### src/rtl/dds_burst_gen.sv
// Multi-channel DDS burst excitation generator: per-channel register bank, phase
// accumulator, waveform shaper, burst sequencer and sample strobe.
//
// state    | meaning
// ---------+--------------------------------------------------------------
// ST_IDLE  | output parked at midscale, waiting for a trigger
// ST_BURST | accumulator running, counting periods until BURST_N wraps
// ST_GAP   | continuous mode pause of max(GAP,1) clocks before next burst
module dds_burst_gen #(
    parameter int          NCH       = 2,
    parameter int          ACC_W     = 32,
    parameter int          OUT_W     = 12,
    parameter logic [7:0]  BASE_ADDR = 8'h10
) (
    input  logic                   Clk,
    input  logic                   Rst_n,
    input  logic                   m_wr,
    input  logic [7:0]             m_addr,
    input  logic [15:0]            m_wrdata,
    input  logic [NCH-1:0]         ext_trig,
    output logic [NCH*OUT_W-1:0]   dds_data,
    output logic [NCH-1:0]         burst_active,
    output logic [NCH-1:0]         burst_done,
    output logic [NCH-1:0]         sample_flag
);

    typedef enum logic [1:0] {ST_IDLE, ST_BURST, ST_GAP} state_t;

    localparam logic [OUT_W-1:0] MIDSCALE = {1'b1, {(OUT_W-1){1'b0}}};

    logic [7:0]     rel_addr;
    logic           addr_hit;
    logic [NCH-1:0] trig_d;

    assign rel_addr = m_addr - BASE_ADDR;
    assign addr_hit = m_wr && (m_addr >= BASE_ADDR) && ({1'b0, rel_addr} < 9'(8 * NCH));

    always_ff @(posedge Clk) begin
        if (!Rst_n) trig_d <= '0;
        else        trig_d <= ext_trig;
    end

    for (genvar c = 0; c < NCH; c++) begin : g_ch
        logic             ch_wr;
        logic [2:0]       reg_sel;
        logic             en, cont;
        logic [1:0]       mode;
        logic [15:0]      fw_l, fw_h, pw, burst_n, gap, sdiv;
        logic [ACC_W-1:0] fw, acc;
        logic [ACC_W:0]   acc_sum;
        logic             wrap, trig, last_period, load_acc, done_nx;
        logic [15:0]      period_cnt, gap_cnt, smp_cnt;
        state_t           state, state_nx;
        logic [OUT_W-2:0] tri_t;
        logic [OUT_W-1:0] wave, dds_q;
        logic             done_q, flag_q;

        assign ch_wr   = addr_hit && (rel_addr[7:3] == 5'(c));
        assign reg_sel = rel_addr[2:0];

        always_ff @(posedge Clk) begin
            if (!Rst_n) begin
                {cont, mode, en} <= 4'h0;
                fw_l    <= 16'h12B0;
                fw_h    <= 16'h0083;
                pw      <= 16'd0;
                burst_n <= 16'd5;
                gap     <= 16'd500;
                sdiv    <= 16'd5;
            end else if (ch_wr) begin
                case (reg_sel)
                    3'd0:    {cont, mode, en} <= m_wrdata[3:0];
                    3'd1:    fw_l    <= m_wrdata;
                    3'd2:    fw_h    <= m_wrdata;
                    3'd3:    pw      <= m_wrdata;
                    3'd4:    burst_n <= m_wrdata;
                    3'd5:    gap     <= m_wrdata;
                    3'd6:    sdiv    <= m_wrdata;
                    default: ;
                endcase
            end
        end

        assign fw          = ACC_W'({fw_h, fw_l});
        assign acc_sum     = {1'b0, acc} + {1'b0, fw};
        assign wrap        = acc_sum[ACC_W];
        assign trig        = (ch_wr && reg_sel == 3'd7) || (ext_trig[c] && !trig_d[c]);
        // >= rather than == so a live BURST_N reduction still terminates the burst
        assign last_period = ({1'b0, period_cnt} + 17'd1) >= {1'b0, burst_n};

        always_comb begin
            state_nx = state;
            load_acc = 1'b0;
            done_nx  = 1'b0;
            if (!en) begin
                state_nx = ST_IDLE;
            end else begin
                case (state)
                    ST_IDLE: if (trig && burst_n != 16'd0) begin
                        state_nx = ST_BURST;
                        load_acc = 1'b1;
                    end
                    ST_BURST: if (wrap && last_period) begin
                        done_nx  = 1'b1;
                        state_nx = cont ? ST_GAP : ST_IDLE;
                    end
                    ST_GAP: if (gap_cnt == 16'd0) begin
                        state_nx = ST_BURST;
                        load_acc = 1'b1;
                    end
                    default: state_nx = ST_IDLE;
                endcase
            end
        end

        always_ff @(posedge Clk) begin
            if (!Rst_n) state <= ST_IDLE;
            else        state <= state_nx;
        end

        always_comb begin
            tri_t = acc[ACC_W-2 -: OUT_W-1];
            case (mode)
                2'd1:    wave = acc[ACC_W-1 -: OUT_W];
                2'd2:    wave = {acc[ACC_W-1] ? ~tri_t : tri_t, 1'b0};
                default: wave = acc[ACC_W-1] ? '1 : '0;
            endcase
        end

        always_ff @(posedge Clk) begin
            if (!Rst_n) begin
                acc        <= '0;
                period_cnt <= 16'd0;
                gap_cnt    <= 16'd0;
                done_q     <= 1'b0;
                dds_q      <= MIDSCALE;
            end else begin
                done_q <= done_nx;
                // midscale as soon as the burst is leaving, not one sample later
                dds_q  <= (state == ST_BURST && state_nx == ST_BURST) ? wave : MIDSCALE;
                if (load_acc) begin
                    acc        <= ACC_W'(pw) << (ACC_W - 16);
                    period_cnt <= 16'd0;
                end else if (state == ST_BURST) begin
                    acc <= acc_sum[ACC_W-1:0];
                    if (wrap) period_cnt <= period_cnt + 16'd1;
                end
                if (state == ST_BURST && state_nx == ST_GAP)
                    gap_cnt <= (gap == 16'd0) ? 16'd0 : gap - 16'd1;
                else if (state == ST_GAP && gap_cnt != 16'd0)
                    gap_cnt <= gap_cnt - 16'd1;
            end
        end

        always_ff @(posedge Clk) begin
            if (!Rst_n) begin
                smp_cnt <= 16'd0;
                flag_q  <= 1'b0;
            end else if (!en || (ch_wr && reg_sel == 3'd6)) begin
                smp_cnt <= 16'd0;
                flag_q  <= 1'b0;
            end else if (smp_cnt == sdiv) begin
                smp_cnt <= 16'd0;
                flag_q  <= 1'b1;
            end else begin
                smp_cnt <= smp_cnt + 16'd1;
                flag_q  <= 1'b0;
            end
        end

        assign dds_data[c*OUT_W +: OUT_W] = dds_q;
        assign burst_active[c]            = (state == ST_BURST);
        assign burst_done[c]              = done_q;
        assign sample_flag[c]             = flag_q;
    end

endmodule

### config.mk
export PLATFORM = sky130hd
export DESIGN_NAME = dds_burst_gen
export DESIGN_NICKNAME = d
export VERILOG_FILES = /design/src/rtl/dds_burst_gen.sv
export SDC_FILE = /design/constraint.sdc
export NUM_CORES = 1
export LEC_CHECK = 0
export ABC_AREA = 1
export BUFFER_PORTS_ARGS = -buffer_cell sky130_fd_sc_hd__buf_2
export CAP_MARGIN = 20
export CORE_MARGIN = 2
export CORE_UTILIZATION = 50
export CTS_CLUSTER_DIAMETER = 100
export DETAILED_ROUTE_END_ITERATION = 12
export PLACE_DENSITY = 0.77
export SYNTH_ARGS = -nofsm -noshare
export SYNTH_HDL_FRONTEND = slang
export SYNTH_SLANG_ARGS = --single-unit
export TNS_END_PERCENT = 50
### constraint.sdc
create_clock -name Clk -period 6.7 [get_ports Clk]
set_input_delay 1.005 -clock Clk [delete_from_list [all_inputs] [get_ports Clk]]
set_output_delay 1.005 -clock Clk [all_outputs]
set_load 0.02 [all_outputs]
Word-level counts from Yosys, hierarchy flattened --
Cells that the tools add are included.
Word-level totals: flip-flop bits (word level) 394, input port bits 29, output and inout bits 30, logic and storage cells 189
Cells by class: add/subtract/negate cells 13, magnitude comparators 4, eq/ne operators 22, muxes and demuxes 40, bitwise operators 3, reduce and logical (&&, ||, !) cells 70
Operators by type and width (number):
- $mux W32 | 4
- $mux W16 | 6
- $add A32 B32 Y33 | 2
- $add A16 B1 Y16 const B | 4
- $logic_not A16 Y1 | 4
- $reduce_bool A16 Y1 | 4
- $sub A16 B1 Y16 const B | 4
- $pmux W12 S2 | 2
- $reduce_and A2 Y1 | 18
- $add A16 B1 Y17 const B | 2
- $ge A17 B16 Y1 | 2
- $eq A16 B16 Y1 | 2
- $mux W12 | 2
- $mux W11 | 2
- $not A11 Y11 | 2
- $logic_and A1 B1 Y1 | 20
- $mux W2 | 10
- $eq A2 B1 Y1 const B | 6
- $eq A2 B2 Y1 const B | 6
- $eq A3 B3 Y1 const B | 4
- $pmux W2 S3 | 2
- $mux W1 | 10
- $ge A8 B5 Y1 const B | 1
- $lt A8 B5 Y1 const B | 1
- 15 further kinds | 32

Logic depth before layout (Yosys ltp) --
depth after elaboration 13, depth in mapped cells 24, depth with buffers taken out 24

Least setup slack after synthesis --
No wires, ideal clock.
kind register to register, start register g_ch[1].period_cnt[2], end register g_ch[1].gap_cnt[3], setup time 0.116 ns, data arrival time 2.997 ns, slack 3.587 ns, cell stages (with the launch flop) 24, path buffers 1, period minus slack after synthesis 3.113 ns, cell sequence dfxtp_1 -> nand3_1 -> nor3_1 -> nand3_1 -> nor3_2 -> nand4_1 -> nor2_1 -> xor2_1 -> inv_1 -> ha_1 -> nand3_1 -> nor2_1 -> nand2_1 -> nor2_1 -> nor2_1 -> nand3_1 -> nor2_2 -> o21ai_4 -> nand3_4 -> buf_6 -> nand2_1 -> nand2_1 -> nor2_1 -> nor2_1
Between the ends: longest elaborated chain between the ends 9, elaborated cells on any way between the ends 10
RTL lines:
- start, declared | line 52 | logic [15:0] period_cnt, gap_cnt, smp_cnt;
- start signal, assigned | line 146 | if (wrap) period_cnt <= period_cnt + 16'd1;
- $add A16 B1 Y17 (*) | line 89 | assign last_period = ({1'b0, period_cnt} + 17'd1) >= {1'b0, burst_n};
- $ge A17 B16 Y1 (*) | line 89
- $logic_and A1 B1 Y1 (*) | line 103 | ST_BURST: if (wrap && last_period) begin
- $mux W2 (*) | line 103
- $pmux W2 S3 (*) | line 98 | case (state)
- $mux W2 (*) | line 95 | if (!en) begin
- $eq A2 B2 Y1 (*) | line 148 | if (state == ST_BURST && state_nx == ST_GAP)
- $logic_and A1 B1 Y1 (*) | line 148
- $mux W16 or $reduce_bool A2 Y1 (tied branches)
- end signal, assigned | line 149 | gap_cnt <= (gap == 16'd0) ? 16'd0 : gap - 16'd1;
- end signal, assigned | line 151 | gap_cnt <= gap_cnt - 16'd1;
- end, declared | line 52
Mark *: on every way between the ends. The rest lies on a longest branch, timed or not. A chain may end at the register's enable or synchronous reset.

Worst setup path in the final report --
start register g_ch[1].period_cnt[0], end register g_ch[1].gap_cnt[6]
Same word-level chain as after synthesis.

==> metrics.md <==
| Metric | Value |
|---|---|
| Avg Synthesized Cell Area | 6.766 um2 |
| Slew HR | 0.3011 |
| Reg2reg path depth | 23 |
| Gate power share | 0.025 |
| Critical Path AT | around 4.5 ns |
| Via density | 5.419 |
| Port Buffer Count | 58 |
| Crit path kind | reg2reg |
| Seq cells post-synth | 394 |
| Net Count, Synth | 3453 |
| Worst-margin pin slew | 1.044 ns |
| Setup violators final | 0 |
| Post-synthesis cell count | 3312 |
| Die width | approximately 220 um |
| Area grow syn2layout | 9.050% |
| DR pass1 iterations | 6 |
| Overflow after GRT | 0 |
| P_int | 3830 uW |
| Initial drt markers | 2024 |
| Die height | between 200 and 250 um |
| Max-Cap Viols | 0 |
| GR Util All Layers | 0.2580 |
| Most used DFF post-synth | dfxtp_1 |
| Setup TNS | 0 ns |
| Post-DP HPWL | 41510 um |
| Worst Path Max Fanout | 24 |
| H-tree levels | 2 |
| Wire length per cell | between 15 and 20 um |
| Die ar. | 46530 um2 |
| CTS Buffer Depth | 3 |
| CTS Root Cell | clkbuf_16 |
| Setup slack after layout | 2.701 ns |
| Hold buffer count at cts | 0 |
| CP Capture Type | register |
| CTS Sinks | 394 |
| Register area share after synthesis | 0.3520 |
| Setup Buffers After CTS | 0 |
| WP data required | 7.16 ns |
| CTS buffer count | between 40 and 50 |
| Mapped Area | 22410 um2 |
| Pin count of the biggest net entering global routing | 82 |
| Hold depth | 2 |
| Worst Setup Start Kind | register |
| Vias in the first global route | 19.57k |
| Clk_lat worst skew | 0.56 ns |
| Tcrit/Tclk final | 0.5969 |
| Post-synth ARST share | 0 |
| Core area | roughly 44000 um2 |
| Cts repair resizes | 0 |
| Clk pin slew, worst setup/hold paths | 0.06 ns |
| Final Hold Fails | 0 |
| CTS tree | built |
| FP Rows | 77 |
| GPL Wtd Cong | between 0.9 and 1 |
| Switching Share | 0.2250 |
| Util after Layout | 0.5526 |
| YS warnings | 0 |
| Register share of total power | 0.474 |
| Largest family of logic cells by synthesized area | simple AND/OR/NAND/NOR gates |
| Synth Area in Simple Gates | 0.2960 |
| Fmax achieved | between 0.2 and 0.3 GHz |
| Hold WS | 0.4629 ns |
| I/O Pins | 59 |
| Pre-CTS setup slack | 2.163 ns |
| Ratio of cells with drive above 1 in the final layout | 0.06870 |
| # DRC | 0 |
| RSZ-0062 raised after global routing | false |
| Starting Density | 0.5068 |
| Status | finished clean |
| Clock skew | about 0.017 ns |
| Post-synthesis compound-gate area fraction | 0.1558 |
| Post-synthesis mux area share | 0.0004467 |
| First-pass GRT wire length | between 90000 and 100000 um |
| Clk pwr share | 0.501 |
| Power per cell area | 202.2 nW/um2 |
| VDD IR max | 0.1625 mV |
| Hold crit path type | reg2reg |
| Vias | 21.20k |
| Slew Viols, Final | 0 |
| Final wirelength | 60610 um |
| Final ANT Viol Nets | 0 |
| Final nets | 3427 |
| Synth Area in Adders | 0.06320 |
| Tot Pwr | 4942 uW |
| EDFF count, synth | 0 |
| Static Leak | 0.01091 uW |
| Cell variety after synth | 53 |
| Synth Area in XOR/XNOR | 0.04416 |
| Tmin final | between 3 and 4 ns |
| P_sw | 1112 uW |
| Antenna violations before repair | 0 |
per-layer routing:
layer | up-vias | part of all wire | GRT usage | wire length [um]
met2 | 629 | 0.44 | 0.4175 | 26820
met5 | - | 0 | 0 | 0
met3 | 127 | 0.070 | 0.03453 | 4253
met1 | 9669 | 0.45 | 0.3508 | 27470
met4 | 0 | 0.034 | 0.09632 | 2067
li1 | 10770 | - | - | -
power by group through the flow:
stage	registers, uW	logic (uW)	clock network [uW]
after floorplan	2400	61.4	0
after global placement	2400	117	0
after detailed placement	2400	118	0
after CTS	2340	118	2510
after global routing	2340	127	2600
final	2340	122	2480
path summary, 6_finish.rpt:
path | startpoint | end | slack [ns]
hold reg to reg | g_ch[1].pw[11] | g_ch[1].pw[11] | 0.46
hold / removal | g_ch[1].pw[11] | g_ch[1].pw[11] | 0.46
setup reg to reg | g_ch[1].period_cnt[0] | g_ch[1].gap_cnt[6] | 2.70
setup / recovery | g_ch[1].period_cnt[0] | g_ch[1].gap_cnt[6] | 2.70
flip-flops by register name, indices dropped and copies added, names as in the netlist, 4 cells and up:
| name | flops |
|---|---|
| g_ch.fw_l | 32 |
| g_ch.sdiv | 32 |
| g_ch.gap_cnt | 32 |
| g_ch.pw | 32 |
| g_ch.gap | 32 |
| g_ch.period_cnt | 32 |
| g_ch.smp_cnt | 32 |
| g_ch.burst_n | 32 |
| g_ch.acc | 64 |
| g_ch.fw_h | 32 |
| g_ch.mode | 4 |
| g_ch.state | 4 |
| g_ch.dds_q | 24 |
layout make-up:
cell class / instances / area (um2)
multi-input cells: 2409 / 12560
fillers: 4276 / 19780
diodes: 1 / 2.502
well taps: 592 / 740.7
repair buffers: 67 / 360.3
clock buffers: 61 / 1296
inverters: 370 / 1405
flip-flops and latches: 394 / 7888
clock inverters: 18 / 186.4
synth_stat cells (3+ instances only):
master / number / share of area
buf_2: 11 / 0.0025
a31o_2: 3 / 0.0012
clkbuf_1: 107 / 0.018
a211oi_1: 12 / 0.0040
inv_1: 356 / 0.060
nor3_1: 42 / 0.0094
ha_1: 110 / 0.061
inv_2: 9 / 0.0015
xnor2_1: 17 / 0.0066
o22ai_1: 12 / 0.0033
o2111ai_1: 3 / 0.0012
clkinv_1: 4 / 0.00067
nand3b_1: 6 / 0.0020
o21ai_1: 7 / 0.0016
buf_1: 12 / 0.0020
nand4_1: 49 / 0.014
nor4_1: 23 / 0.0064
dfxtp_1: 394 / 0.35
nor2_1: 358 / 0.060
nand3_1: 222 / 0.050
buf_6: 3 / 0.0015
a21boi_0: 3 / 0.0010
buf_4: 6 / 0.0020
a21oi_1: 349 / 0.078
o21bai_1: 12 / 0.0040
nand2_2: 11 / 0.0031
o21a_1: 6 / 0.0020
nor2_2: 4 / 0.0011
xor2_1: 96 / 0.038
a31oi_1: 10 / 0.0028
o211ai_1: 25 / 0.0084
o21ai_0: 152 / 0.034
a32o_1: 18 / 0.0080
nor3b_1: 9 / 0.0030
or2_2: 36 / 0.010
nand2_1: 779 / 0.13
a21o_1: 4 / 0.0013
o21ai_2: 6 / 0.0023
nor3_2: 4 / 0.0018
cells in the final DEF, fill, tap and decap left out, types with 5 or more instances in the layout:
cell type and n:
clkinv_2 8, clkbuf_8 11, a21oi_1 349, inv_2 8, xnor2_1 17, o21bai_1 12
a32o_1 18, nor3b_1 9, o21ai_1 7, o21ai_0 152, dfxtp_1 394, buf_4 10
nand2_2 11, or2_2 36, nand3_1 222, nand4_1 49, nand3b_1 6, a31oi_1 10
nor4_1 23, ha_1 110, nor2_1 356, o211ai_1 25, inv_1 356, buf_2 57
xor2_1 96, o22ai_1 12, nor3_2 5, clkbuf_16 45, nand2_1 779, nor3_1 41
o21ai_2 6, a211oi_1 12, o21a_1 6, clkbuf_1 5
critical path, stage by stage, from the launching register on:
cell and delay (ns):
dfxtp_1 0.40, nand3_1 0.13, nor3_1 0.29, nand3_1 0.19
nor3_2 0.22, nand4_1 0.19, nor2_1 0.15, xor2_1 0.15
inv_1 0.08, ha_1 0.31, nand3_1 0.10, nor2_1 0.04
nand2_1 0.05, nor2_1 0.04, nor2_1 0.08, nand3_1 0.13
nor2_2 0.28, o21ai_4 0.13, nand3_4 0.24, clkinv_1 0.33
nand2_1 0.17, nand3_1 0.09, nand2_1 0.06, inv_1 0.04
logic make-up (layout without fill, tap and decap cells):
group	after synthesis	after routing
buf+inv	509	516
other cells	0	1
mux	1	1
flops	394	394
simple gates	1555	1555
fa+ha+maj	112	112
compound gates	628	628
xor+xnor	113	113
per-stage QoR:
step                instances  instance area, um2
floorplan                3312               22410
global placement         3832               22950
detailed placement       3832               22950
CTS                      3911               24440
global route             3911               24440
finish                   3912               24440
Power figures use the tool's default switching activity.
